File: src/rtl/ddr2_ctrl_pkg.sv
// ---------------------------------------------------------------------------
// ddr2_ctrl_pkg
// Shared definitions for the DDR2 controller slice: basic ulogic vector
// types, DRAM command encodings on {cs_n, ras_n, cas_n, we_n}, the controller
// FSM state enum, host address field layout and counter sizing helpers.
// ---------------------------------------------------------------------------
package ddr2_ctrl_pkg;

  // Basic unsigned logic vector types used across the controller.
  typedef logic [1:0]  ulogic2_t;
  typedef logic [12:0] ulogic13_t;
  typedef logic [15:0] ulogic16_t;
  typedef logic [24:0] ulogic25_t;

  // Host address layout: {bank, row, col}.
  localparam int ADDR_W   = 25;
  localparam int DATA_W   = 16;
  localparam int BANK_W   = 2;
  localparam int ROW_W    = 13;
  localparam int COL_W    = 10;
  localparam int BANK_LSB = 23;
  localparam int ROW_LSB  = 10;
  localparam int COL_LSB  = 0;

  // Cycles the read wait continues after the dq capture cycle, before PRE.
  localparam int RD_TAIL  = 3;

  // DRAM command encodings on {cs_n, ras_n, cas_n, we_n}.
  typedef enum logic [3:0] {
    CMD_PRE = 4'b0010,
    CMD_ACT = 4'b0011,
    CMD_WR  = 4'b0100,
    CMD_RD  = 4'b0101,
    CMD_NOP = 4'b0111
  } ddr2_cmd_e;

  typedef enum logic [3:0] {
    ST_INIT,
    ST_IDLE,
    ST_ACT,
    ST_RCD,
    ST_WR,
    ST_WDAT,
    ST_RD,
    ST_RWAIT,
    ST_PRE,
    ST_RP
  } ddr2_state_e;

  function automatic int max_int(input int a, input int b);
    return (a > b) ? a : b;
  endfunction

  // Bits needed to hold values 0..max_val (at least one bit).
  function automatic int cnt_width(input int max_val);
    return (max_val < 2) ? 1 : $clog2(max_val + 1);
  endfunction

endpackage

File: src/rtl/ddr2_ctrl_timer.sv
// ---------------------------------------------------------------------------
// ddr2_ctrl_timer
// Loadable down-counter shared by all controller waits. A load has priority;
// otherwise the count decrements once per cycle and sticks at zero.
// Ports:
//   ck, reset_n   clock / asynchronous active-low reset (count -> 0)
//   load_i        load load_val_i this cycle
//   load_val_i    value to load
//   count_o       current count
//   done_o        count is zero
// ---------------------------------------------------------------------------
module ddr2_ctrl_timer #(
  parameter int W = 4
) (
  input  logic         ck,
  input  logic         reset_n,
  input  logic         load_i,
  input  logic [W-1:0] load_val_i,
  output logic [W-1:0] count_o,
  output logic         done_o
);

  logic [W-1:0] cnt_q, cnt_d;

  always_comb begin
    cnt_d = cnt_q;
    if (load_i) begin
      cnt_d = load_val_i;
    end else if (cnt_q != '0) begin
      cnt_d = cnt_q - 1'b1;
    end
  end

  always_ff @(posedge ck or negedge reset_n) begin
    if (!reset_n) begin
      cnt_q <= '0;
    end else begin
      cnt_q <= cnt_d;
    end
  end

  assign count_o = cnt_q;
  assign done_o  = (cnt_q == '0);

endmodule

File: src/rtl/ddr2_ctrl.sv
// ---------------------------------------------------------------------------
// ddr2_ctrl
// Minimal close-page DDR2 controller: one host access at a time, each one is
// ACT -> tRCD -> RD/WR -> data phase -> PRE -> tRP -> IDLE.
// Ports:
//   ck, reset_n              clock (rising edge) / async active-low reset
//   req_valid/req_ready      host handshake, ready only in IDLE
//   req_write/addr/wdata     access type, {bank,row,col}, write word
//   rd_valid/rd_data         one-cycle pulse with first beat of read burst
//   cke, cs_n..we_n, ba,addr DRAM control / address pins
//   dq_out/dq_oe/dq_in       split data bus (tristate resolved above)
//   dqs_out/dqs_oe           write strobe and its enable
// Constraints: T_INIT >= 2, T_RCD >= 1, T_RP >= 1.
// ---------------------------------------------------------------------------
module ddr2_ctrl
  import ddr2_ctrl_pkg::*;
#(
  parameter int T_INIT = 4,
  parameter int T_RCD  = 2,
  parameter int T_RP   = 2,
  parameter int CL     = 7
) (
  input  logic        ck,
  input  logic        reset_n,
  input  logic        req_valid,
  output logic        req_ready,
  input  logic        req_write,
  input  logic [24:0] req_addr,
  input  logic [15:0] req_wdata,
  output logic        rd_valid,
  output logic [15:0] rd_data,
  output logic        cke,
  output logic        cs_n,
  output logic        ras_n,
  output logic        cas_n,
  output logic        we_n,
  output logic [1:0]  ba,
  output logic [12:0] addr,
  output logic [15:0] dq_out,
  output logic        dq_oe,
  input  logic [15:0] dq_in,
  output logic [1:0]  dqs_out,
  output logic        dqs_oe
);

  localparam int CNT_MAX = max_int(max_int(T_INIT, T_RCD), max_int(T_RP, CL + RD_TAIL));
  localparam int CNT_W   = cnt_width(CNT_MAX);

  // The INIT wait is armed in the first cycle after reset, which itself
  // counts as a cke-low cycle, hence the -2.
  localparam logic [CNT_W-1:0] INIT_LOAD  = CNT_W'(T_INIT - 2);
  // ACT is the first tRCD cycle.
  localparam logic [CNT_W-1:0] RCD_LOAD   = CNT_W'(T_RCD - 1);
  localparam logic [CNT_W-1:0] RP_LOAD    = CNT_W'(T_RP - 1);
  // Two strobe cycles after WR: count 1 -> dqs 00, count 0 -> dqs 11.
  localparam logic [CNT_W-1:0] WDAT_LOAD  = CNT_W'(1);
  // RWAIT starts at RD+1 with CL+RD_TAIL, so the count equals RD_TAIL in
  // cycle RD+CL+1 (capture) and reaches zero in RD+CL+4 (PRE follows).
  localparam logic [CNT_W-1:0] RWAIT_LOAD = CNT_W'(CL + RD_TAIL);
  localparam logic [CNT_W-1:0] CAP_CNT    = CNT_W'(RD_TAIL);

  ddr2_state_e state_q, state_d;
  logic        cke_q, cke_d;
  logic        init_run_q, init_run_d;
  logic [BANK_W-1:0] bank_q, bank_d;
  logic [ROW_W-1:0]  row_q, row_d;
  logic [COL_W-1:0]  col_q, col_d;
  logic        write_q, write_d;
  logic [DATA_W-1:0] wdata_q, wdata_d;
  logic [DATA_W-1:0] dq_cap_q;
  logic [DATA_W-1:0] rd_data_q, rd_data_d;
  logic        rd_valid_q, rd_valid_d;

  logic             tmr_load;
  logic [CNT_W-1:0] tmr_val;
  logic [CNT_W-1:0] tmr_cnt;
  logic             tmr_done;
  logic             capture;
  ddr2_cmd_e        cmd;

  ddr2_ctrl_timer #(.W(CNT_W)) u_timer (
    .ck         (ck),
    .reset_n    (reset_n),
    .load_i     (tmr_load),
    .load_val_i (tmr_val),
    .count_o    (tmr_cnt),
    .done_o     (tmr_done)
  );

  // High for the whole read-capture cycle (RD+CL+1).
  assign capture = (state_q == ST_RWAIT) && (tmr_cnt == CAP_CNT);

  always_comb begin
    state_d    = state_q;
    cke_d      = cke_q;
    init_run_d = init_run_q;
    bank_d     = bank_q;
    row_d      = row_q;
    col_d      = col_q;
    write_d    = write_q;
    wdata_d    = wdata_q;
    rd_valid_d = capture;
    rd_data_d  = capture ? dq_cap_q : rd_data_q;
    tmr_load   = 1'b0;
    tmr_val    = '0;
    cmd        = CMD_NOP;
    req_ready  = 1'b0;
    ba         = '0;
    addr       = '0;
    dq_out     = '0;
    dq_oe      = 1'b0;
    dqs_out    = 2'b00;
    dqs_oe     = 1'b0;

    case (state_q)
      ST_INIT: begin
        if (!cke_q) begin
          if (!init_run_q) begin
            tmr_load   = 1'b1;
            tmr_val    = INIT_LOAD;
            init_run_d = 1'b1;
          end else if (tmr_done) begin
            cke_d = 1'b1;
          end
        end else begin
          // One NOP cycle with cke high before accepting requests.
          state_d = ST_IDLE;
        end
      end
      ST_IDLE: begin
        req_ready = 1'b1;
        if (req_valid) begin
          bank_d   = req_addr[BANK_LSB +: BANK_W];
          row_d    = req_addr[ROW_LSB +: ROW_W];
          col_d    = req_addr[COL_LSB +: COL_W];
          write_d  = req_write;
          wdata_d  = req_wdata;
          tmr_load = 1'b1;
          tmr_val  = RCD_LOAD;
          state_d  = ST_ACT;
        end
      end
      ST_ACT: begin
        cmd  = CMD_ACT;
        ba   = bank_q;
        addr = row_q;
        if (tmr_done) begin
          state_d = write_q ? ST_WR : ST_RD;
        end else begin
          state_d = ST_RCD;
        end
      end
      ST_RCD: begin
        ba = bank_q;
        if (tmr_done) begin
          state_d = write_q ? ST_WR : ST_RD;
        end
      end
      ST_WR: begin
        cmd      = CMD_WR;
        ba       = bank_q;
        addr     = {{(ROW_W - COL_W){1'b0}}, col_q};
        tmr_load = 1'b1;
        tmr_val  = WDAT_LOAD;
        state_d  = ST_WDAT;
      end
      ST_WDAT: begin
        ba      = bank_q;
        dq_oe   = 1'b1;
        dqs_oe  = 1'b1;
        dq_out  = wdata_q;
        dqs_out = tmr_done ? 2'b11 : 2'b00;
        if (tmr_done) begin
          state_d = ST_PRE;
        end
      end
      ST_RD: begin
        cmd      = CMD_RD;
        ba       = bank_q;
        addr     = {{(ROW_W - COL_W){1'b0}}, col_q};
        tmr_load = 1'b1;
        tmr_val  = RWAIT_LOAD;
        state_d  = ST_RWAIT;
      end
      ST_RWAIT: begin
        ba = bank_q;
        if (tmr_done) begin
          state_d = ST_PRE;
        end
      end
      ST_PRE: begin
        cmd      = CMD_PRE;
        ba       = bank_q;
        tmr_load = 1'b1;
        tmr_val  = RP_LOAD;
        state_d  = ST_RP;
      end
      ST_RP: begin
        ba = bank_q;
        if (tmr_done) begin
          state_d = ST_IDLE;
        end
      end
      default: begin
        state_d = ST_INIT;
      end
    endcase
  end

  always_ff @(posedge ck or negedge reset_n) begin
    if (!reset_n) begin
      state_q    <= ST_INIT;
      cke_q      <= 1'b0;
      init_run_q <= 1'b0;
      bank_q     <= '0;
      row_q      <= '0;
      col_q      <= '0;
      write_q    <= 1'b0;
      wdata_q    <= '0;
      rd_data_q  <= '0;
      rd_valid_q <= 1'b0;
    end else begin
      state_q    <= state_d;
      cke_q      <= cke_d;
      init_run_q <= init_run_d;
      bank_q     <= bank_d;
      row_q      <= row_d;
      col_q      <= col_d;
      write_q    <= write_d;
      wdata_q    <= wdata_d;
      rd_data_q  <= rd_data_d;
      rd_valid_q <= rd_valid_d;
    end
  end

  // The first read beat is taken on the falling edge, mid-cycle, and handed
  // to rd_data on the following rising edge.
  always_ff @(negedge ck or negedge reset_n) begin
    if (!reset_n) begin
      dq_cap_q <= '0;
    end else if (capture) begin
      dq_cap_q <= dq_in;
    end
  end

  assign {cs_n, ras_n, cas_n, we_n} = cmd;
  assign cke      = cke_q;
  assign rd_valid = rd_valid_q;
  assign rd_data  = rd_data_q;

endmodule

File: config.mk
export PLATFORM = sky130hd
export DESIGN_NAME = ddr2_ctrl
export DESIGN_NICKNAME = d
export VERILOG_FILES = /design/src/rtl/ddr2_ctrl_pkg.sv /design/src/rtl/ddr2_ctrl_timer.sv /design/src/rtl/ddr2_ctrl.sv
export SDC_FILE = /design/constraint.sdc
export NUM_CORES = 1
export LEC_CHECK = 0
export CAP_MARGIN = 20
export CORE_UTILIZATION = 35
export DETAILED_ROUTE_END_ITERATION = 8
export PLACE_DENSITY_LB_ADDON = 0.08
export SLEW_MARGIN = 5
export SYNTH_ARGS = -nofsm -noshare
export SYNTH_HDL_FRONTEND = slang
export SYNTH_SLANG_ARGS = --single-unit
File: constraint.sdc
create_clock -name ck -period 4.05 [get_ports ck]
set_input_delay 0.81 -clock ck [delete_from_list [all_inputs] [get_ports ck]]
set_output_delay 0.81 -clock ck [all_outputs]
set_load 0.01 [all_outputs]
==> summary.md <==
| Metric | Value |
|---|---|
| Dpl hpwl | `5490 um` |
| Core Util, Final | `50.9%` |
| CTS clock-pin slew for the worst setup and hold paths | `0.09 ns` |
| Async set-reset flop share out of synthesis | `100%` |
| Fin. Hold Viols | `0` |
| Clock Sinks | `85` |
| IO Pins | `119` |
| Drt initial violations | `66` |
| Max clock buf depth | `2` |
| Slew headroom | `31.6%` |
| Routed Antenna Nets | `0` |
| Antenna cells | `0` |
| Mapped Area | `3780 um^2` |
| Fillers | `916` |
| Area fraction of the dominant cell type after synthesis | `45.7%` |
| Drt via density | `4.69` |
| All-Layer GR Usage | `15.8%` |
| Power per cell area | `690 nW/um^2` |
| Max_cap viols | `0` |
| Worst Path Arrival | `1.88 ns` |
| WL final | `8090 um` |
| Post-cts sizing count | `0` |
| Final Slew Violations | `0` |
| First-pass GRT wire length | `13,700 um` |
| Worst Setup Path Type | `flop to flop` |
| Initial antenna violation count | `0` |
| Die height | `106 um` |
| Post-synthesis sequential area ratio | `56.2%` |
| Hold Crit Class | `input port to asynchronous set/reset pin` |
| DRC Markers | `0` |
| Largest net degree at the start of global routing | `43` |
| Initial Util | `36.3%` |
| Unrepaired setup endpoints after global routing | `no` |
| Placer Congestion | `0.752` |
| Post-CTS setup buffers | `0` |
| Synth-to-Final Area Change | `40.3%` |
| Yosys cell types | `44` |
| Most numerous cell in the Yosys netlist | `dfrtp_1` |
| Post-synth top area cell | `dfrtp_1` |
| Final setup vio count | `0` |
| Vias | `2,562` |
| Worst skew pair latency | `0.36 ns` |
| Ys flop type | `dfrtp_1` |
| Share of layout cells above drive strength 1 | `24.6%` |
| Clk_skew | `0.0216 ns` |
| Warnings, synthesis | `0` |
| Worst slew pin tran | `1.02 ns` |
| Vias in the first global route | `2,742` |
| Top cells by area, synth | `dfrtp_1 (46%), mux2_2 (20%), dfrtn_1 (11%)` |
| H-tree depth | `3` |
| Post-synth top cells | `dfrtp_1 (69), mux2_2 (67), and2_1 (23)` |
| Worst vdd ir | `0.000278 V` |
| Syn nets | `347` |
| Post-synth EDFFs | `0` |
| Critical Path Fanout Max | `33` |
| Die width | `106 um` |
| Crit end category | `flop` |
| Num CTS Buffers | `9` |
| Gr ovfl total | `0` |
| Final setup TNS | `0 ns` |
| Status | `complete, no violations` |
| Critical Path Start Type | `flop` |
| Worst reg2reg path depth | `5` |
| Worst r2r dst | `dq_cap_q[11]` |
| WP data required | `2.21 ns` |
| Core area | `10,400 um^2` |
| #FFs+latches synth | `85` |
| Static leakage | `2.25 nW` |
| Nets@finish | `468` |
| Worst reg-to-reg setup slack | `0.34 ns` |
| Num rows | `37` |
| Total Die Area | `11,200 um^2` |
| Root buffer cell | `clkbuf_8` |
| DR pass1 iterations | `4` |
| Post-Syn Instances | `284` |
| Mean post-synth cell area | `13.3 um^2` |
| Per-cell routed wire length | `14.8 um` |
| Number of port buffers | `117` |
| Worst R2R Start | `u_timer.count_o[0]` |
| Cts hold-fix bufs | `0` |
| CTS tree | `built` |
## through the flow
| stage | total power [mW] | setup slack (ns) | cell area, um^2 | instances | hold WS (ns) |
|---|---|---|---|---|---|
| after CTS | 3.71 | 0.332 | 5310 | 546 | 0.403 |
| final | 3.66 | 0.335 | 5310 | 546 | 0.402 |
| after global routing | 3.94 | 0.227 | 5310 | 546 | 0.426 |
| after global placement | 2.98 | 0.372 | 5080 | 530 | 0.431 |
| after detailed placement | 3.03 | 0.353 | 5080 | 530 | 0.435 |
| after floorplan | 2.39 | 0.383 | 3780 | 284 | 0.413 |
## registers in the layout, indices dropped and copies added (netlist names)
name	cells
cke	1
wdata_q	16
init_run_q	1
u_timer.count_o	4
col_q	10
rd_data	16
state_q	4
write_q	1
row_q	13
rd_valid	1
dq_cap_q	16
bank_q	2
## power breakdown
part | switching [mW] | leakage, nW | internal [mW]
Sequential | 0.198 | 1.03 | 1.25
Clock | 0.326 | 0.112 | 0.345
Combinational | 0.645 | 1.11 | 0.901
## final cells by class
class	count	area, um^2	share of cell area (%)
clock buffer	11	163	3.07
clock inverter	5	63.8	1.20
inverter	7	26.3	0.495
multi-input combinational	174	1490	28.1
sequential	85	2130	40.1
tap	136	170	3.21
timing repair buffer	128	1260	23.8
## worst max path at each step
stage	startpoint	endpoint	slack, ns	cells after the start
final	u_timer.count_o[0]	dq_cap_q[11]	0.34	5
after CTS	u_timer.count_o[0]	dq_cap_q[15]	0.33	5
after global placement	dq_in[4]	dq_cap_q[4]	0.37	2
after floorplan	u_timer.count_o[0]	dq_cap_q[0]	0.38	5
after global routing	u_timer.count_o[0]	dq_cap_q[1]	0.23	5
after detailed placement	dq_in[5]	dq_cap_q[5]	0.35	2
## layer usage
metal  part of all wire (%)  global-route usage [%]
met4                    1.5                    5.95
met1                     43                    19.7
met3                    6.4                    5.70
met5                      0                       0
met2                     49                    25.3
## worst max-delay path: stages, from the launching register on
cell     delay [ns]
dfrtp_1        0.41
ha_1           0.18
nand3_1        0.11
nor4_4         0.20
buf_12         0.24
mux2_2         0.35
## cells in the final DEF, fill, tap and decap left out, types with 8 or more instances in the layout
cell type	instances
clkdlybuf4s50_1	116
dfrtp_1	69
mux2_2	67
and2_1	23
dfrtn_1	16
buf_4	11
nor2_1	10
a22o_1	10
clkbuf_8	10
nand2_1	8
## cell families after synthesis
| family | share of synthesized area, % |
|---|---|
| AOI/OAI and AO/OA | 5.89 |
| xor gates and xnor gates | 1.16 |
| adders and majority gates | 0.661 |
| buffers and inverters | 4.30 |
| DFF | 56.2 |
| muxes | 22.0 |
| other | 0.0991 |
| and+or+nand+nor | 9.63 |
No activity file was read; power rests on OpenSTA's default activity.
